File: src/rtl/ecp5pll_phase_ctrl.sv
// ecp5pll_phase_ctrl: sequences EHXPLLL dynamic phase steps and tracks per-channel phase position.
// Optional absolute-target mode is enabled by defining ECP5PLL_PHASE_ABS_EN.
module ecp5pll_phase_ctrl #(
  parameter int CHANNELS      = 4,
  parameter int STEP_W        = 8,
  parameter int STEPS_PER_REV = 64,
  parameter int POS_W         = $clog2(STEPS_PER_REV),
  parameter int SETUP_CYC     = 2,
  parameter int PULSE_CYC     = 2,
  parameter int GAP_CYC       = 4
) (
  input  logic                      clk_i,
  input  logic                      reset,
  input  logic                      locked,
  input  logic                      req_valid,
  output logic                      req_ready,
  input  logic [1:0]                req_chan,
  input  logic                      req_dir,
  input  logic [STEP_W-1:0]         req_steps,
  output logic [1:0]                phasesel,
  output logic                      phasedir,
  output logic                      phasestep,
  output logic                      busy,
  output logic                      done,
  output logic                      err,
  output logic [CHANNELS*POS_W-1:0] pos_o
);
  typedef enum logic [2:0] {IDLE, SETUP, STEP_HI, STEP_LO, DONE} state_t;
  localparam logic [POS_W-1:0] MAXP = POS_W'(STEPS_PER_REV - 1);
  state_t state;
  logic [7:0] cnt;
  logic [STEP_W-1:0] rem;
  logic [1:0] chan_q;
  logic [POS_W-1:0] pos [CHANNELS];
  logic [POS_W-1:0] cur_pos, sel_pos, nxt_pos;
  logic a_dir, a_bad, enter_hi, accept;
  logic [STEP_W-1:0] a_n;
  always_comb begin
    cur_pos = '0;
    sel_pos = '0;
    for (int i = 0; i < CHANNELS; i++) begin
      if (req_chan == 2'(i)) cur_pos = pos[i];
      if (chan_q == 2'(i)) sel_pos = pos[i];
    end
    nxt_pos = phasedir ? (sel_pos == '0 ? MAXP : sel_pos - POS_W'(1))
                       : (sel_pos == MAXP ? '0 : sel_pos + POS_W'(1));
  end
`ifdef ECP5PLL_PHASE_ABS_EN
  logic [POS_W:0] sum, delta;
  logic unused_dir;
  assign unused_dir = req_dir;
  // Shortest way round the circle; ties at half a revolution go forward.
  always_comb begin
    sum   = {1'b0, req_steps[POS_W-1:0]} + (POS_W+1)'(STEPS_PER_REV) - {1'b0, cur_pos};
    delta = sum >= (POS_W+1)'(STEPS_PER_REV) ? sum - (POS_W+1)'(STEPS_PER_REV) : sum;
    a_dir = delta > (POS_W+1)'(STEPS_PER_REV / 2);
    a_n   = a_dir ? STEP_W'((POS_W+1)'(STEPS_PER_REV) - delta) : STEP_W'(delta);
    a_bad = int'(req_chan) >= CHANNELS || int'(req_steps) >= STEPS_PER_REV;
  end
`else
  logic [POS_W-1:0] unused_pos;
  assign unused_pos = cur_pos;
  assign a_dir = req_dir;
  assign a_n   = req_steps;
  assign a_bad = int'(req_chan) >= CHANNELS;
`endif
  assign req_ready = (state == IDLE) & locked & ~reset;
  assign accept    = req_valid & req_ready;
  assign busy      = state != IDLE;
  assign enter_hi  = locked & ((state == SETUP && cnt == 8'(SETUP_CYC - 1)) |
                               (state == STEP_LO && cnt == 8'(GAP_CYC - 1) && rem != '0));
  always_ff @(posedge clk_i or posedge reset) begin
    if (reset) begin
      state     <= IDLE;
      cnt       <= '0;
      rem       <= '0;
      chan_q    <= '0;
      phasesel  <= '0;
      phasedir  <= 1'b0;
      phasestep <= 1'b0;
      done      <= 1'b0;
      err       <= 1'b0;
      for (int i = 0; i < CHANNELS; i++) pos[i] <= '0;
    end else begin
      done <= 1'b0;
      err  <= 1'b0;
      cnt  <= cnt + 8'd1;
      if (enter_hi) begin
        state     <= STEP_HI;
        phasestep <= 1'b1;
        cnt       <= '0;
        rem       <= rem - STEP_W'(1);
        for (int i = 0; i < CHANNELS; i++) if (chan_q == 2'(i)) pos[i] <= nxt_pos;
      end else begin
        case (state)
          IDLE: if (accept) begin
            chan_q   <= req_chan;
            phasesel <= req_chan;
            phasedir <= a_dir;
            rem      <= a_n;
            cnt      <= '0;
            state    <= (a_bad || a_n == '0) ? DONE : SETUP;
            done     <= a_bad || a_n == '0;
            err      <= a_bad;
          end
          DONE: state <= IDLE;
          default: if (!locked || (state == STEP_LO && cnt == 8'(GAP_CYC - 1))) begin
            state     <= DONE;
            done      <= 1'b1;
            err       <= !locked;
            phasestep <= 1'b0;
          end else if (state == STEP_HI && cnt == 8'(PULSE_CYC - 1)) begin
            state     <= STEP_LO;
            phasestep <= 1'b0;
            cnt       <= '0;
          end
        endcase
      end
    end
  end
  for (genvar g = 0; g < CHANNELS; g++) begin : g_pos
    assign pos_o[g*POS_W +: POS_W] = pos[g];
  end
endmodule

File: config.mk
export PLATFORM = sky130hd
export DESIGN_NAME = ecp5pll_phase_ctrl
export DESIGN_NICKNAME = d
export VERILOG_FILES = /design/src/rtl/ecp5pll_phase_ctrl.sv
export SDC_FILE = /design/constraint.sdc
export NUM_CORES = 1
export LEC_CHECK = 0
export ABC_CLOCK_PERIOD_IN_PS = 5000
export BUFFER_PORTS_ARGS = -buffer_cell sky130_fd_sc_hd__buf_2
export CORE_ASPECT_RATIO = 1.1
export CORE_MARGIN = 2
export CORE_UTILIZATION = 60
export CTS_CLUSTER_SIZE = 10
export DETAILED_ROUTE_END_ITERATION = 10
export PLACE_DENSITY = 0.94
export SYNTH_ARGS = -nofsm -noshare
export SYNTH_HDL_FRONTEND = slang
export SYNTH_SLANG_ARGS = --single-unit
File: constraint.sdc
create_clock -name clk_i -period 5 [get_ports clk_i]
set_input_delay 1.5 -clock clk_i [delete_from_list [all_inputs] [get_ports clk_i]]
set_output_delay 1.5 -clock clk_i [all_outputs]
set_load 0.005 [all_outputs]
# Word level (Yosys, flattened, before mapping)
# Cells that the tools add are included.
dict set report classes {
  n_eq_ne 12
  muxes 32
  reduce_logical 25
  n_bitwise 7
  n_addsub 4
}
# cell n
set ops {}
lappend ops {{8-bit 2-to-1 mux} 7}
lappend ops {{6-bit 2-to-1 mux} 7}
lappend ops {{8-bit case mux with 2 select lines} 1}
lappend ops {{3-bit 2-to-1 mux} 5}
lappend ops {{2-bit AND reduction} 7}
lappend ops {{1-bit 2-to-1 mux} 10}
lappend ops {{8-bit by 1-bit adder with 8-bit output (second input constant)} 1}
lappend ops {{8-bit by 1-bit == test with 1-bit output (second input constant)} 1}
lappend ops {{8-bit by 2-bit == test with 1-bit output (second input constant)} 1}
lappend ops {{8-bit logical NOT} 1}
lappend ops {{8-bit nonzero test} 1}
lappend ops {{8-bit by 1-bit subtractor with 8-bit output (second input constant)} 1}
lappend ops {{6-bit by 1-bit adder with 6-bit output (second input constant)} 1}
lappend ops {{3-bit by 2-bit == test with 1-bit output (second input constant)} 2}
lappend ops {{6-bit == test (second input constant)} 1}
lappend ops {{6-bit logical NOT} 1}
lappend ops {{3-bit case mux with 2 select lines} 1}
lappend ops {{3-bit nonzero test} 2}
lappend ops {{6-bit by 1-bit subtractor with 6-bit output (second input constant)} 1}
lappend ops {{5-bit nonzero test} 1}
lappend ops {{1-bit AND} 4}
lappend ops {{2-bit == test (second input constant)} 2}
lappend ops {{1-bit logical AND} 4}
lappend ops {{2-bit nonzero test} 2}
lappend ops {{14 further kinds} 15}
dict set report totals {
  out_inout_bits 32
  reg_bits 49
  inputBits 15
}

# Longest topological paths before layout
dict set report depth {
  ltp_word 8
  ltp_mapped 10
  depth_no_buf 8
}

# Worst setup path after synthesis
# No wires, ideal clock.
dict set report synth_path {
  path_type {input -> output}
  start {in reset}
  end {out req_ready}
  cell_stages 2
  arrival_ns 2.884
  required_ns 3.500
  path_slack_ns 0.616
  path_buffers 0
  path_cell_list {inv_1 -> and3_1}
}
dict set report synth_between {
  elab_chain_len 2
}
# element line_no
set synth_lines {}
lappend synth_lines {{start: declaration} 13} ;# input logic reset,
lappend synth_lines {{1-bit NOT} 67} ;# assign req_ready = (state == IDLE) & locked & ~reset;
lappend synth_lines {{1-bit AND} 67}
lappend synth_lines {{end: declaration} 16} ;# output logic req_ready,
# No other way between the ends.

# Final worst setup path
dict set report layout_path {
  start {in locked}
  end {out req_ready}
}
dict set report layout_between {
  elab_chain_len 2
}
# element line_no
set layout_lines {}
lappend layout_lines {{start: declaration} 14} ;# input logic locked,
lappend layout_lines {{1-bit AND (2 in series)} 67}
# No other way between the ends.

==> key figures <==
Synth
  • FF+latch count, synth: 49
  • Mean Syn Cell Area: 10.7 µm²
  • Synth Net Count: 275
  • Cell with the most instances after synthesis: dfrtp_1
  • Netlist cell types: 56
  • Synth Instances: 254
  • Netlist Area Pre-Place: 2710 µm²
  • Ranking of synthesized cells by area: dfrtp_1, mux2_2, mux4_2
  • Synth area leader: dfrtp_1
  • Post-synth EDFFs: 0
  • Share of the synthesized area in the top cell type: 0.452
  • Seq/Total Area, Yosys: 0.452
  • Synth cell count leaders: dfrtp_1, nand2_1, mux2_2
  • Main flop type after synthesis: dfrtp_1
  • Yosys warnings: 0
  • Post-synth ARST share: 1.00

STA
  • Setup_tns: 0 ps
  • Worst-margin pin slew: 615 ps
  • Clk_skew: 5.86 ps
  • Period utilization: 0.738
  • Max Slew Vio Count: 0
  • Minimum clock period: 3690 ps
  • Rel. slew slack: 0.590
  • Final Hold Vio Count: 0
  • Setup violators final: 0
  • Max Clock Freq: 0.271 GHz
  • Unrepaired setup endpoints after global routing: false

CTS
  • Cts bufs inserted: 5
  • CTS Buffer Depth: 2
  • H-tree depth: 2
  • Clk slew on worst S/H paths: 90 ps
  • CTS tree: built
  • Setup Buffers After CTS: 0
  • CTS Hold Bufs: 0
  • Post-CTS resize count: 0
  • CTS Sinks: 49
  • Worst skew pair latency: 300 ps
  • CTS root buf: clkbuf_8

Worst setup path
  • Reg-to-reg setup timing slack: 2210 ps
  • Max incr delay on CP: 240 ps
  • Crit path kind: in2out
  • CP startpoint kind: input pin
  • CP cell instances: buf_2, nor2b_1, and3_1, buf_2
  • Worst R2R Path Depth: 5
  • Worst setup path endpoint: req_ready
  • Worst Setup SP: locked
  • CP Max Fanout: 6
  • Worst r2r dst: pos_o[17]
  • CP Capture Type: output port
  • Req. time, crit path: 3500 ps
  • Worst path slowest cell: nor2b_1
  • Crit-path most repeated cell: buf_2
  • Critical Path AT: 2190 ps
  • Critical R2R Launch: chan_q[0]

Drt
  • WL/cell: 16.9 µm
  • Routed WL: 6000 µm
  • DRT Pass-1 Iters: 4
  • Total number of vias: 2163
  • DRC Markers: 0
  • Vias per cell: 6.09
  • Initial drt markers: 183
  • Routed Antenna Nets: 0

Final layout
  • Share of layout cells above drive strength 1: 0.329
  • Area delta synth->final: 13.2%
  • Fill count: 316
  • Storage cell area: 1230 µm²
  • Multi-input logic area: 1410 µm²
  • ANT cells: 0
  • Final net count: 321
  • Final Non-Filler Cells: 355

Floorplan
  • Row count: 25
  • Initial Util: 0.628
  • # IOs: 47
  • Area of the core: 4320 µm²
  • Die area: 5080 µm²
  • Die Width: 68.1 µm
  • Die height: 74.5 µm

Power and ir drop
  • Worst vdd ir: 0.290 mV
  • Power per cell area: 511 nW/µm²
  • LEAKAGE: 1.52 nW

Placed design
  • Hpwl dp: 4420 µm
  • GP Congestion: 0.826
  • Placed cell count: 347
  • Port Buffers: 46

Global route
  • Initial antenna violation count: 0
  • Largest net degree at the start of global routing: 51
  • Gr ovfl total: 0
  • Vias in the first global route: 2069
  • Global Route Usage Sum: 0.264
  • First-pass GRT wire length: 10000 µm

Run
  • MaxCap Viol Count: 0

Status
  • Status: completed

Min path
  • Hold crit path type: reg2reg
## flip-flops by register name, summed over array words and instances, names as in the netlist
name and cells:
phasestep 1, err 1, rem 8, cnt 8, chan_q 2, state 3, phasedir 1, done 1
pos_o 24
## kinds of logic (layout without fill, tap and decap cells)
family	after synthesis	in the layout	synth area share
compound gates	43	43	0.110
xor+xnor	10	10	0.0323
fa+ha+maj	6	6	0.0277
buf+inv	18	65	0.0286
flops	49	49	0.452
mux	32	32	0.161
simple gates	96	96	0.188
## where the power goes
part	leakage, nW	total (mW)	internal [mW]	switching [mW]
sequential	0.647	0.689	0.518	0.171
clock	0.0445	0.237	0.0995	0.138
combinational	0.827	0.642	0.312	0.330
## placed cells by master (no fill, tap or decap), types with 3 or more instances in the layout
cell type / instances
nor2_1: 20
mux4_2: 5
inv_1: 8
buf_2: 46
nor3_1: 3
clkbuf_8: 5
xnor2_1: 5
mux2_2: 22
and3_1: 5
o21ai_0: 9
o211ai_1: 4
nand2b_1: 3
xor2_1: 5
or2_2: 5
o21ai_1: 3
nand2_1: 30
dfrtp_1: 49
ha_1: 6
nand3_1: 10
a21oi_1: 5
or3_1: 5
## critical path, delay by kind of cell
kind | cells | cell delay, ps
buffers and inverters | 2 | 240
and+or+nand+nor | 2 | 450
## cell type report
cell class | instances | area share
multi-input combinational | 187 | 0.459
sequential | 49 | 0.399
timing repair buffer | 48 | 0.0798
clock buffer | 5 | 0.0224
tap | 54 | 0.0220
inverter | 9 | 0.0110
clock inverter | 3 | 0.00692
## per-stage QoR
step | cell area (µm²) | utilization | power, mW | hold slack, ps | setup slack (ps)
after detailed placement | 2980 | 0.691 | 1.33 | 514 | 1330
after CTS | 3070 | 0.712 | 1.57 | 538 | 1320
final | 3070 | 0.712 | 1.57 | 537 | 1310
after global placement | 2980 | 0.691 | 1.29 | 504 | 1370
after global routing | 3070 | 0.712 | 1.70 | 551 | 1220
after floorplan | 2710 | - | 1.14 | 474 | 616
## per-layer routing
metal | wire, µm | global-route usage | vias to the layer above | part of all wire
li1 | - | - | 1022 | -
met1 | 2480 | 0.346 | 1051 | 0.41
met2 | 3170 | 0.458 | 79 | 0.53
met3 | 272 | 0.0424 | 11 | 0.045
met4 | 76 | 0.0622 | 0 | 0.013
met5 | 0 | 0 | - | 0
## how the worst min path moves through the flow
stage	cells past startpoint	from	to	slack (ps)
global placement	1	cnt[0]	cnt[0]	500
CTS	1	cnt[0]	cnt[0]	540
finish	1	cnt[0]	cnt[0]	540
floorplan	1	cnt[0]	cnt[0]	470
global route	1	pos_o[11]	pos_o[11]	550
detailed placement	1	rem[3]	rem[3]	510
(Power assumes the default switching activity.)
